## src/rtl/statseg_pkg.sv

```systemverilog
// ============================================================================
// Module      : statseg_pkg
// Description : Mode encodings and the status-word update function shared by
//               the status segment stack.
// Revision    : 1.0 - initial release
// ============================================================================
`default_nettype none

package statseg_pkg;

    localparam logic [1:0] SS_LOAD = 2'b00;
    localparam logic [1:0] SS_SET  = 2'b01;
    localparam logic [1:0] SS_CLR  = 2'b10;
    localparam logic [1:0] SS_TGL  = 2'b11;

    // Widest status word the update function handles; narrower words are
    // zero-extended in and truncated out, which is exact for bitwise ops.
    localparam int SS_MAX_W = 64;

    typedef logic [SS_MAX_W-1:0] ss_word_t;

    function automatic ss_word_t ss_apply(input logic [1:0] mode,
                                          input ss_word_t   live,
                                          input ss_word_t   operand);
        ss_word_t res;
        case (mode)
            SS_LOAD: res = operand;
            SS_SET:  res = live | operand;
            SS_CLR:  res = live & ~operand;
            default: res = live ^ operand;
        endcase
        return res;
    endfunction

endpackage

`default_nettype wire

```

## src/rtl/statseg_lifo.sv

```systemverilog
// ============================================================================
// Module      : statseg_lifo
// Description : Shadow LIFO holding saved status words and the fill count.
// Revision    : 1.0 - initial release
// ============================================================================
`default_nettype none

module statseg_lifo #(
    parameter int WIDTH = 20,
    parameter int DEPTH = 4
) (
    input  logic                       clk,
    input  logic                       reset,
    input  logic                       push_en,
    input  logic                       pop_en,
    input  logic [WIDTH-1:0]           wdata,
    output logic [WIDTH-1:0]           rdata,
    output logic [$clog2(DEPTH+1)-1:0] count,
    output logic                       full,
    output logic                       empty
);
    import statseg_pkg::*;

    localparam int CW = $clog2(DEPTH + 1);
    localparam int IW = (DEPTH > 1) ? $clog2(DEPTH) : 1;

    logic [WIDTH-1:0] mem_q [DEPTH];
    logic [CW-1:0]    count_q;
    logic [CW-1:0]    count_d;
    logic [CW-1:0]    w_top;

    // Callers qualify push_en/pop_en against full/empty, so no guards here.
    always_comb begin
        count_d = count_q;
        if (push_en) begin
            count_d = count_q + 1'b1;
        end else if (pop_en) begin
            count_d = count_q - 1'b1;
        end
    end

    always_ff @(posedge clk or negedge reset) begin
        if (!reset) begin
            count_q <= '0;
        end else begin
            count_q <= count_d;
        end
    end

    always_ff @(posedge clk) begin
        if (push_en) begin
            mem_q[count_q[IW-1:0]] <= wdata;
        end
    end

    assign w_top = count_q - 1'b1;
    assign rdata = empty ? '0 : mem_q[w_top[IW-1:0]];
    assign count = count_q;
    assign full  = (count_q == CW'(DEPTH));
    assign empty = (count_q == '0);

endmodule

`default_nettype wire

```

## src/rtl/statseg_stack.sv

```systemverilog
// ============================================================================
// Module      : statseg_stack
// Description : Live status-segment register with bitwise update modes and a
//               shadow LIFO for context save/restore.
// Revision    : 1.0 - initial release
// ============================================================================
`default_nettype none

module statseg_stack #(
    parameter int               WIDTH     = 20,
    parameter int               DEPTH     = 4,
    parameter logic [WIDTH-1:0] RESET_VAL = '0
) (
    input  logic                       clk,
    input  logic                       reset,
    input  logic                       loadsig,
    input  logic [1:0]                 mode,
    input  logic [WIDTH-1:0]           data_in,
    input  logic                       push,
    input  logic                       pop,
    input  logic                       err_clr,
    output logic [WIDTH-1:0]           data_out,
    output logic [$clog2(DEPTH+1)-1:0] count,
    output logic                       full,
    output logic                       empty,
    output logic                       err
);
    import statseg_pkg::*;

    logic [WIDTH-1:0] live_q;
    logic [WIDTH-1:0] live_d;
    logic             err_q;
    logic             err_d;
    logic [WIDTH-1:0] w_rdata;
    logic             w_full;
    logic             w_empty;
    logic             w_do_push;
    logic             w_do_pop;
    logic             w_err_set;

    // Simultaneous push and pop cancel: the stack is untouched, no error.
    assign w_do_push = push & ~pop & ~w_full;
    assign w_do_pop  = pop & ~push & ~w_empty;
    assign w_err_set = (push & ~pop & w_full) | (pop & ~push & w_empty);

    always_comb begin
        live_d = live_q;
        err_d  = err_q;
        if (w_do_pop) begin
            live_d = w_rdata;
        end else if (loadsig) begin
            live_d = WIDTH'(ss_apply(mode, ss_word_t'(live_q), ss_word_t'(data_in)));
        end
        if (w_err_set) begin
            err_d = 1'b1;
        end else if (err_clr) begin
            err_d = 1'b0;
        end
    end

    always_ff @(posedge clk or negedge reset) begin
        if (!reset) begin
            live_q <= RESET_VAL;
            err_q  <= 1'b0;
        end else begin
            live_q <= live_d;
            err_q  <= err_d;
        end
    end

    statseg_lifo #(
        .WIDTH (WIDTH),
        .DEPTH (DEPTH)
    ) u_lifo (
        .clk     (clk),
        .reset   (reset),
        .push_en (w_do_push),
        .pop_en  (w_do_pop),
        .wdata   (live_q),
        .rdata   (w_rdata),
        .count   (count),
        .full    (w_full),
        .empty   (w_empty)
    );

    assign data_out = live_q;
    assign full     = w_full;
    assign empty    = w_empty;
    assign err      = err_q;

endmodule

`default_nettype wire
```

## config.mk

```make
export PLATFORM = sky130hd
export DESIGN_NAME = statseg_stack
export DESIGN_NICKNAME = d
export VERILOG_FILES = /design/src/rtl/statseg_pkg.sv /design/src/rtl/statseg_lifo.sv /design/src/rtl/statseg_stack.sv
export SDC_FILE = /design/constraint.sdc
export NUM_CORES = 1
export LEC_CHECK = 0
export CORE_MARGIN = 8
export CORE_UTILIZATION = 55
export CTS_BUF_LIST = sky130_fd_sc_hd__clkbuf_8 sky130_fd_sc_hd__clkbuf_16
export CTS_CLUSTER_DIAMETER = 80
export DETAILED_ROUTE_END_ITERATION = 8
export DONT_BUFFER_PORTS = 1
export MAX_ROUTING_LAYER = met4
export PLACE_DENSITY = 0.7
export SLEW_MARGIN = 0
export SYNTH_ARGS = -nofsm -noshare
export SYNTH_HDL_FRONTEND = slang
export SYNTH_SLANG_ARGS = --single-unit
```

## constraint.sdc

```tcl
create_clock -name clk -period 2.45 [get_ports clk]
set_clock_uncertainty 0.05 [all_clocks]
set_input_delay 0.6125 -clock clk [delete_from_list [all_inputs] [get_ports clk]]
set_output_delay 0.6125 -clock clk [all_outputs]
set_load 0.01 [all_outputs]
```

# [Word level (Yosys, flattened, before mapping)]
# Memory sizes are Yosys's and may differ from the RTL's.
# Cells that the tools add are included.
[word_totals] regBits=24 latch_bits=0 ram_bits=80 mem_bits_ro=0 input_bits=28 wordCells=39 n_memories=1
[memory_table] name="u_lifo.mem_q" depth=4 width=20 rd=1 rd_clocked_by_memory_dff=0 write_ports=1 line_no="statseg_lifo.sv:27" rtl="logic [WIDTH-1:0] mem_q [DEPTH];"
[classes] add_sub_neg=2 multipliers=0 div_mod_pow=0 n_lt_le_gt_ge=0 n_eq_ne=3 n_shift=0 n_mux=10 bitwise_logic=15 n_reduce_logical=5
[op_table] op="20-bit 2-to-1 mux" count=3
[op_table] op="20-bit one-hot mux with 3 select lines" count=1
[op_table] op="20-bit bitwise AND" count=1
[op_table] op="20-bit NOT" count=1
[op_table] op="20-bit bitwise OR" count=1
[op_table] op="20-bit bitwise XOR" count=1
[op_table] op="1-bit bitwise AND" count=6
[op_table] op="3-bit 2-to-1 mux" count=2
[op_table] op="2-bit nonzero test" count=3
[op_table] op="1-bit 2-to-1 mux" count=4
[op_table] op="1-bit NOT" count=4
[op_table] op="3-bit by 1-bit adder with 3-bit output (second input constant)" count=1
[op_table] op="3-bit == test (second input constant)" count=1
[op_table] op="3-bit logical NOT" count=1
[op_table] op="3-bit by 1-bit subtractor with 3-bit output (second input constant)" count=1
[op_table] op="2-bit by 1-bit == test with 1-bit output (second input constant)" count=1
[op_table] op="2-bit == test (second input constant)" count=1
[op_table] op="2-bit logical NOT" count=1
[op_table] op="1-bit bitwise OR" count=1

# [Logic depth before layout (Yosys ltp)]
# Gate-level depths: netlist of run 1.
[depth] ltp_word=5 mapped_depth=8 depth_no_buf=6

# [By module]
# A second synthesis of run 1 with hierarchy kept.
[hier_totals] hier_cells=393 hier_area_um2=5660.4
[by_module_without_submodules] module="statseg_lifo" instances=1 cells_each=153 area_per_inst_um2=3281.9
[by_module_without_submodules] module="statseg_stack" instances=1 cells_each=240 area_per_inst_um2=2378.5

# [Worst setup path before layout of run 1]
# OpenSTA, ideal clock, no wires.
[synth_path] path_kind="register to register" startpoint="reg u_lifo.count_q[0] (netlist: u_lifo.count[0])" endpoint="mem u_lifo.mem_q[3][0], enable pin" setup_time_ns=0.379 arrival_time_ns=1.762 path_slack_ns=0.259 path_stages_with_launch=6 n_path_buf=1 synth_period_minus_slack_ns=2.191 cell_sequence="dfrtp_1 -> buf_6 -> inv_1 -> ha_1 -> nand2_1 -> and3_1"
[synth_via] elab_chain_cells=5
[synth_rtl] element="start, declared" line_no="statseg_lifo.sv:28" rtl="logic [CW-1:0] count_q;"
[synth_rtl] element="start signal, assigned" line_no="statseg_lifo.sv:46" rtl="count_q <= count_d;"
[synth_rtl] element="3-bit == test" line_no="statseg_lifo.sv:59" rtl="assign full = (count_q == CW'(DEPTH));"
[synth_rtl] element="1-bit NOT" line_no="statseg_stack.sv:42" rtl="assign w_do_push = push & ~pop & ~w_full;"
[synth_rtl] element="1-bit bitwise AND" line_no="statseg_stack.sv:42"
[synth_rtl] element="1-bit 2-to-1 mux" line_no="statseg_lifo.sv:51" rtl="if (push_en) begin"
[synth_rtl] element="1-bit 2-to-1 mux (not written as such)" line_no="statseg_lifo.sv:52" rtl="mem_q[count_q[IW-1:0]] <= wdata;"
[synth_rtl] element="end, declared" line_no="statseg_lifo.sv:27"
# Parallel ways exist; a longest one is shown, timed or not.

# [Worst setup path after layout of run 1]
[layout_path] startpoint="reg u_lifo.count_q[1] (netlist: u_lifo.count[1])" endpoint="reg live_q[4] (netlist: data_out[4])"
[layout_via] elab_chain_cells=4 word_cells_on_any_way=8 cone_classes="add/sub (1); mux (2); bitwise (2); reduce/logical (2); memory (1)"
[layout_rtl] element="3-bit logical NOT *" line_no="statseg_lifo.sv:60" rtl="assign empty = (count_q == '0);"
[layout_rtl] element="named net empty" line_no="statseg_stack.sv:25" rtl="output logic empty,"
[layout_rtl] element="1-bit NOT" line_no="statseg_stack.sv:43" rtl="assign w_do_pop = pop & ~push & ~w_empty;"
[layout_rtl] element="1-bit bitwise AND" line_no="statseg_stack.sv:43"
[layout_rtl] element="20-bit 2-to-1 mux / 2-bit nonzero test (equally long branches)"
[layout_rtl] element="end signal, assigned" line_no="statseg_stack.sv:66" rtl="live_q <= live_d;"
[layout_rtl] element="end, declared" line_no="statseg_stack.sv:30" rtl="logic [WIDTH-1:0] live_q;"
# The timed path passes the listed nets; every way through them passes the cells marked *.
# A chain may end at the register's enable or synchronous reset.

==> results of run 1 <==
-- power groups by stage --
stage	registers (µW)	logic, µW	clock network [µW]
global placement	2800	1660	0
detailed placement	2830	1730	0
global route	2850	1930	1030
floorplan	2710	1340	0
CTS	2800	1760	951
finish	2780	1730	927
-- logic make-up after synthesis --
| logic type | count (synthesis) |
|---|---|
| flops | 104 |
| fa+ha+maj | 46 |
| mux | 40 |
| xor+xnor | 1 |
| simple gates | 90 |
| compound gates | 66 |
| buf+inv | 66 |
-- layer usage --
metal  share of wire (%)  GRT usage [%]  wire length, µm  vias up
met5                   0              -                0        -
met3                 7.6           5.30              846        8
met4                0.94           6.13              104        0
met2                  49           29.5             5470       98
li1                    -              -                -     1478
met1                  42           21.9             4650     1555
-- timing repair --
item,4_1_cts,5_1_grt
gates resized for setup,0,0
hold buffers,1,1
hold endpoints to repair,24,15
-- stage by stage --
stage	cell area [µm²]	total power (µW)	cells	util (%)	hold WS, ns
finish	5740	5430	554	59.5	0.350
global placement	5540	4460	536	57.5	0.268
detailed placement	5540	4560	536	57.5	0.268
CTS	5730	5500	553	59.4	0.00277
global route	5740	5810	554	59.5	0.333
floorplan	5380	4060	413	-	0.267
-- worst max-delay path by stage --
stage               startpoint                 end  depth (start not counted)
6_report       u_lifo.count[1]         data_out[4]                          7
5_1_grt        u_lifo.count[1]                full                          4
4_1_cts        u_lifo.count[1]                full                          4
3_5_place_dp   u_lifo.count[1]         data_out[4]                          7
3_3_place_gp   u_lifo.count[1]         data_out[5]                          7
2_1_floorplan  u_lifo.count[0]  u_lifo.mem_q[3][0]                          5
-- flip-flops by register name, summed over array words and instances (netlist names) --
| name | flops |
|---|---|
| u_lifo.count | 3 |
| u_lifo.mem_q | 80 |
| data_out | 20 |
| err | 1 |
-- critical path, stage by stage, from the launching register on --
cell and delay (ns):
dfrtp_1 0.46, inv_1 0.17, ha_1 0.19, ha_1 0.29, or3b_1 0.15, buf_4 0.29, o21ai_0 0.18, o32a_1 0.31
-- synth_stat cells (all sizes together) --
cell type / instances
mux2: 16
a21oi: 22
nand2: 35
o31a: 1
clkbuf: 8
ha: 46
inv: 45
o32a: 4
and3: 4
nand3b: 1
or3b: 1
o221ai: 2
nand4: 1
dfrtp: 24
edfxtp: 80
nand2b: 10
nor3b: 1
mux4: 20
nor2: 20
o311a: 1
nor2b: 1
xnor2: 1
o31ai: 16
o21ai: 20
mux2i: 4
buf: 13
or2: 16
-- final cells by class --
type	count	area [µm²]
Clock inverter	6	30.0
Timing Repair Buffer	13	125
Fill cell	782	3900
Clock buffer	10	138
Sequential cell	104	3000
Inverter	45	169
Multi-Input combinational cell	243	2100
Tap cell	133	166
==> results.json, run 1 <==
{
  "outcome": "finished clean",
  "slew_viol_final": 0,
  "r2r-start": "u_lifo.count[1]",
  "wl_per_cell_um": 20.0,
  "power_switching_uw": 1810,
  "firstDrtPassIters": 4,
  "synth_fp_nets": 487,
  "rr_worst_depth": 7,
  "antenna_found_initial": 0,
  "cts_max_level": 3,
  "clock_latency_ns": 0.36,
  "dp_worst_setup_slack_ns": 0.271,
  "globalplace.congestion": 0.777,
  "cts_buffers": 9,
  "dieArea_um2": 13200,
  "ant_nets": 0,
  "grt_pass1_vias": 3331,
  "post-cts-setup-buffer-count": 0,
  "setup_tns_ns": 0,
  "syn_inst": 413,
  "io_pins": 54,
  "antenna_cells": 0,
  "cts_buffer_depth": 2,
  "cts-root-buf": "clkbuf_8",
  "switching_share_pct": 33.3,
  "cts_sinks": 104,
  "power_density_nw_per_um2": 948,
  "seqPwrFrac_pct": 51.2,
  "clk_pin_slew_ns": 0.09,
  "nNetsFinal": 490,
  "p_comb_share_pct": 31.8,
  "routed_wl_mm": 11.1,
  "grt_first_pass_wirelength_mm": 17.8,
  "core-area_um2": 9640,
  "drive_gt1_share_pct": 17.3,
  "cp-end-kind": "flop",
  "min-delay-path-class": "primary input to flop",
  "setup_violations": 0,
  "synthAdderAreaFrac_pct": 10.7,
  "syn_avg_cell_area_um2": 13.0,
  "synth_top_area_cell": "edfxtp_1",
  "tritoncts": "done",
  "synth_top_family_by_area": "multiplexers",
  "leakage_uw": 0.00230,
  "relSlewSlack_pct": 67.8,
  "min_to": "err",
  "netlist_area_um2": 5380,
  "final_common_cell": "edfxtp_1",
  "grtUsageTotal_pct": 18.4,
  "internal-power_uw": 3620,
  "crit_required_ns": 2.65,
  "place_hpwl_mm": 7.04,
  "timing.final.hold_violations": 0,
  "pwr-share-clk_pct": 17.1,
  "die_x_um": 115,
  "rrSetupSlack_ns": 0.25,
  "period_share_pct": 89.8,
  "grt_max_degree": 61,
  "grt-ovfl-total": 0,
  "drcViolationCount": 0,
  "fp.dieH_um": 115,
  "most-common-layout-cells": "edfxtp_1 (80), inv_1 (48), ha_1 (46), nand2_1 (35), dfrtp_1 (24)",
  "yosysTopAreaCellShare_pct": 44.7,
  "cp_data_arrival_time_ns": 2.40,
  "path_max_fanout": 24,
  "num_vias": 3139,
  "syn_to_final_growth_pct": 6.60,
  "synth_xor_area_share_pct": 0.163,
  "fp-row-count": 36,
  "synth_mux_area_share_pct": 12.6,
  "drt_iter0_drc": 181,
  "rsz0062_at_grt": "false",
  "ir_worst_vdd_mv": 0.493,
  "initial_utilization_pct": 55.8,
  "min_from": "err_clr",
  "tightest_slew_ns": 0.483,
  "vias_per_cell": 5.67,
  "synth_compound_area_share_pct": 7.56,
  "layout_setup_ws_ns": 0.251,
  "synth_cell_types": 32,
  "synthTopCellsByArea": "edfxtp_1 (45%), dfrtp_1 (11%), ha_1 (11%)",
  "start_kind": "flop",
  "portBuffers": 0,
  "max_freq_mhz": 455,
  "post-route-min-period_ns": 2.20,
  "synth_seq_cells": 104,
  "yosysWarnings": 0,
  "crit_type": "flop to flop",
  "synth-simple-area-share_pct": 8.00,
  "cap_violations": 0,
  "yosysSeqAreaShare_pct": 55.8,
  "whs_path_depth": 1,
  "r2r_end": "data_out[4]"
}
No activity file was read; power rests on OpenSTA's default activity.
==> inputs of run 2 (changes only) <==
--- a/config.mk
+++ b/config.mk
@@ -5,14 +5,12 @@
 export SDC_FILE = /design/constraint.sdc
 export NUM_CORES = 1
 export LEC_CHECK = 0
-export CORE_MARGIN = 8
-export CORE_UTILIZATION = 55
+export CORE_UTILIZATION = 35
 export CTS_BUF_LIST = sky130_fd_sc_hd__clkbuf_8 sky130_fd_sc_hd__clkbuf_16
 export CTS_CLUSTER_DIAMETER = 80
 export DETAILED_ROUTE_END_ITERATION = 8
 export DONT_BUFFER_PORTS = 1
 export MAX_ROUTING_LAYER = met4
-export PLACE_DENSITY = 0.7
 export SLEW_MARGIN = 0
 export SYNTH_ARGS = -nofsm -noshare
 export SYNTH_HDL_FRONTEND = slang
==> results.json, run 2 (synthesis results as in run 1) <==
{
  "core-area_um2": 14800,
  "cts_buffer_depth": 2,
  "largest_reg_flops": 80,
  "cp_data_arrival_time_ns": 2.35,
  "portBuffers": 0,
  "drt_iter0_drc": 155,
  "clock_latency_ns": 0.33,
  "initial_utilization_pct": 36.5,
  "cp-end-kind": "flop",
  "setup_tns_ns": 0,
  "fp-row-count": 44,
  "rsz0062_at_grt": "false",
  "crit_required_ns": 2.62,
  "num_vias": 3215,
  "ant_nets": 0,
  "cp_slowest_cell": "dfrtp_1",
  "cap_violations": 0,
  "power_density_nw_per_um2": 1010,
  "placed_area_um2": 5620,
  "routed_wl_mm": 11.2,
  "path_delay_family": "adder cells",
  "grt_max_degree": 61,
  "grtUsageTotal_pct": 15.5,
  "place_hpwl_mm": 6.96,
  "cts_sinks": 104,
  "crit_type": "flop to flop",
  "crit_top_cell": "ha_1",
  "grt_pass1_vias": 3451,
  "outcome": "finished clean",
  "cts-resized-gates": 0,
  "antenna_cells": 0,
  "final_common_cell": "edfxtp_1",
  "most-common-layout-cells": "edfxtp_1 (80), ha_1 (46), inv_1 (45), nand2_1 (35), dfrtp_1 (24)",
  "slowest_delay_ns": 0.45,
  "cts_buffers": 9,
  "setup_violations": 0,
  "max_freq_mhz": 457,
  "wl_per_cell_um": 18.5,
  "fp.dieH_um": 126,
  "antenna_found_initial": 0,
  "stdcell_count": 606,
  "leakage_uw": 0.00237,
  "nNetsFinal": 491,
  "min-delay-path-class": "primary input to async pin",
  "dp_worst_setup_slack_ns": 0.291,
  "timing.final.hold_violations": 0,
  "tritoncts": "done",
  "globalplace.congestion": 0.815,
  "start_kind": "flop",
  "layout_setup_ws_ns": 0.263,
  "cts-root-buf": "clkbuf_16",
  "slew_viol_final": 0,
  "dp.cells": 589,
  "path_max_fanout": 24,
  "drive_gt1_share_pct": 18.5,
  "tightest_slew_ns": 0.559,
  "post-route-min-period_ns": 2.19,
  "relSlewSlack_pct": 62.6,
  "drcViolationCount": 0,
  "period_share_pct": 89.3,
  "cts_max_level": 3,
  "io_pins": 54,
  "fill_cells": 1366,
  "vias_per_cell": 5.31,
  "grt-ovfl-total": 0,
  "final_cell_area_um2": 5970,
  "die_x_um": 126,
  "firstDrtPassIters": 4,
  "grt_first_pass_wirelength_mm": 18.1,
  "ir_worst_vdd_mv": 0.889,
  "finalPower_uw": 6050,
  "critPathBufInv": 2,
  "dieArea_um2": 15900,
  "clk_pin_slew_ns": 0.07,
  "crit_chain": "inv_1, ha_1, ha_1, or3b_1, buf_4, o21ai_0, o32a_1",
  "syn_to_final_growth_pct": 11.0
}
[run 2: changes by cell type in the layout (fill, tap and decap cells not counted), sizes merged]
cell / before / now
bufinv: 0 / 3
inv: 48 / 45
buf: 12 / 14
clkbuf: 10 / 9
clkinv: 3 / 4
dlygate4sd3: 1 / 0
[run 2: what timing repair did]
action / in CTS / in global routing
setup buffers: 0 / 0
hold buffers: 1 / 0
endpoints found under the hold margin: 24 / 0
[run 2: worst register-to-register path: stages, from the launching register on]
cell and delay [ns]:
dfrtp_1 0.45, inv_1 0.16, ha_1 0.19, ha_1 0.30, or3b_1 0.16, buf_4 0.28, o21ai_0 0.17, o32a_1 0.32
[run 2: worst paths after layout]
check                                start     endpoint  cells past startpoint  slack (ns)
max                        u_lifo.count[1]  data_out[3]                      7        0.26
min                                  reset  data_out[0]                      1        0.05
max reg2reg                u_lifo.count[1]  data_out[3]                      7        0.26
min reg2reg                            err          err                      2        0.59
max in group asynchronous            reset  data_out[4]                      1        2.13
min in group clk                   err_clr          err                      1        0.38
[run 2: metal layers]
layer | vias up | GRT usage, % | wire, µm
li1 | 1484 | - | -
met1 | 1636 | 18.7 | 4820
met2 | 80 | 25.1 | 5460
met3 | 15 | 4.12 | 776
met4 | 0 | 5.46 | 151
met5 | - | - | 0
[run 2: power by group]
part	leakage, µW	internal (µW)	switching (µW)	total (µW)
registers	0.00101	2370	419	2790
logic	0.00120	831	843	1670
clock network	0.000169	991	600	1590
total	0.00237	4190	1860	6050
[run 2: layout make-up]
cell class | instances | area [µm²] | share of cell area [%]
clock buffer | 9 | 225 | 3.77
clock inverter | 7 | 110 | 1.84
inverter | 45 | 169 | 2.83
sequential | 104 | 3000 | 50.3
multi-input combinational | 243 | 2100 | 35.2
tap | 184 | 230 | 3.86
timing repair buffer | 14 | 130 | 2.18
[run 2: metrics by stage]
stage          util, %  hold WS [ns]
6_report          40.5        0.0504
5_1_grt           40.5        0.0528
4_1_cts           40.5        0.0474
3_5_place_dp      38.1         0.268
3_3_place_gp      38.1         0.268
2_1_floorplan        -         0.267
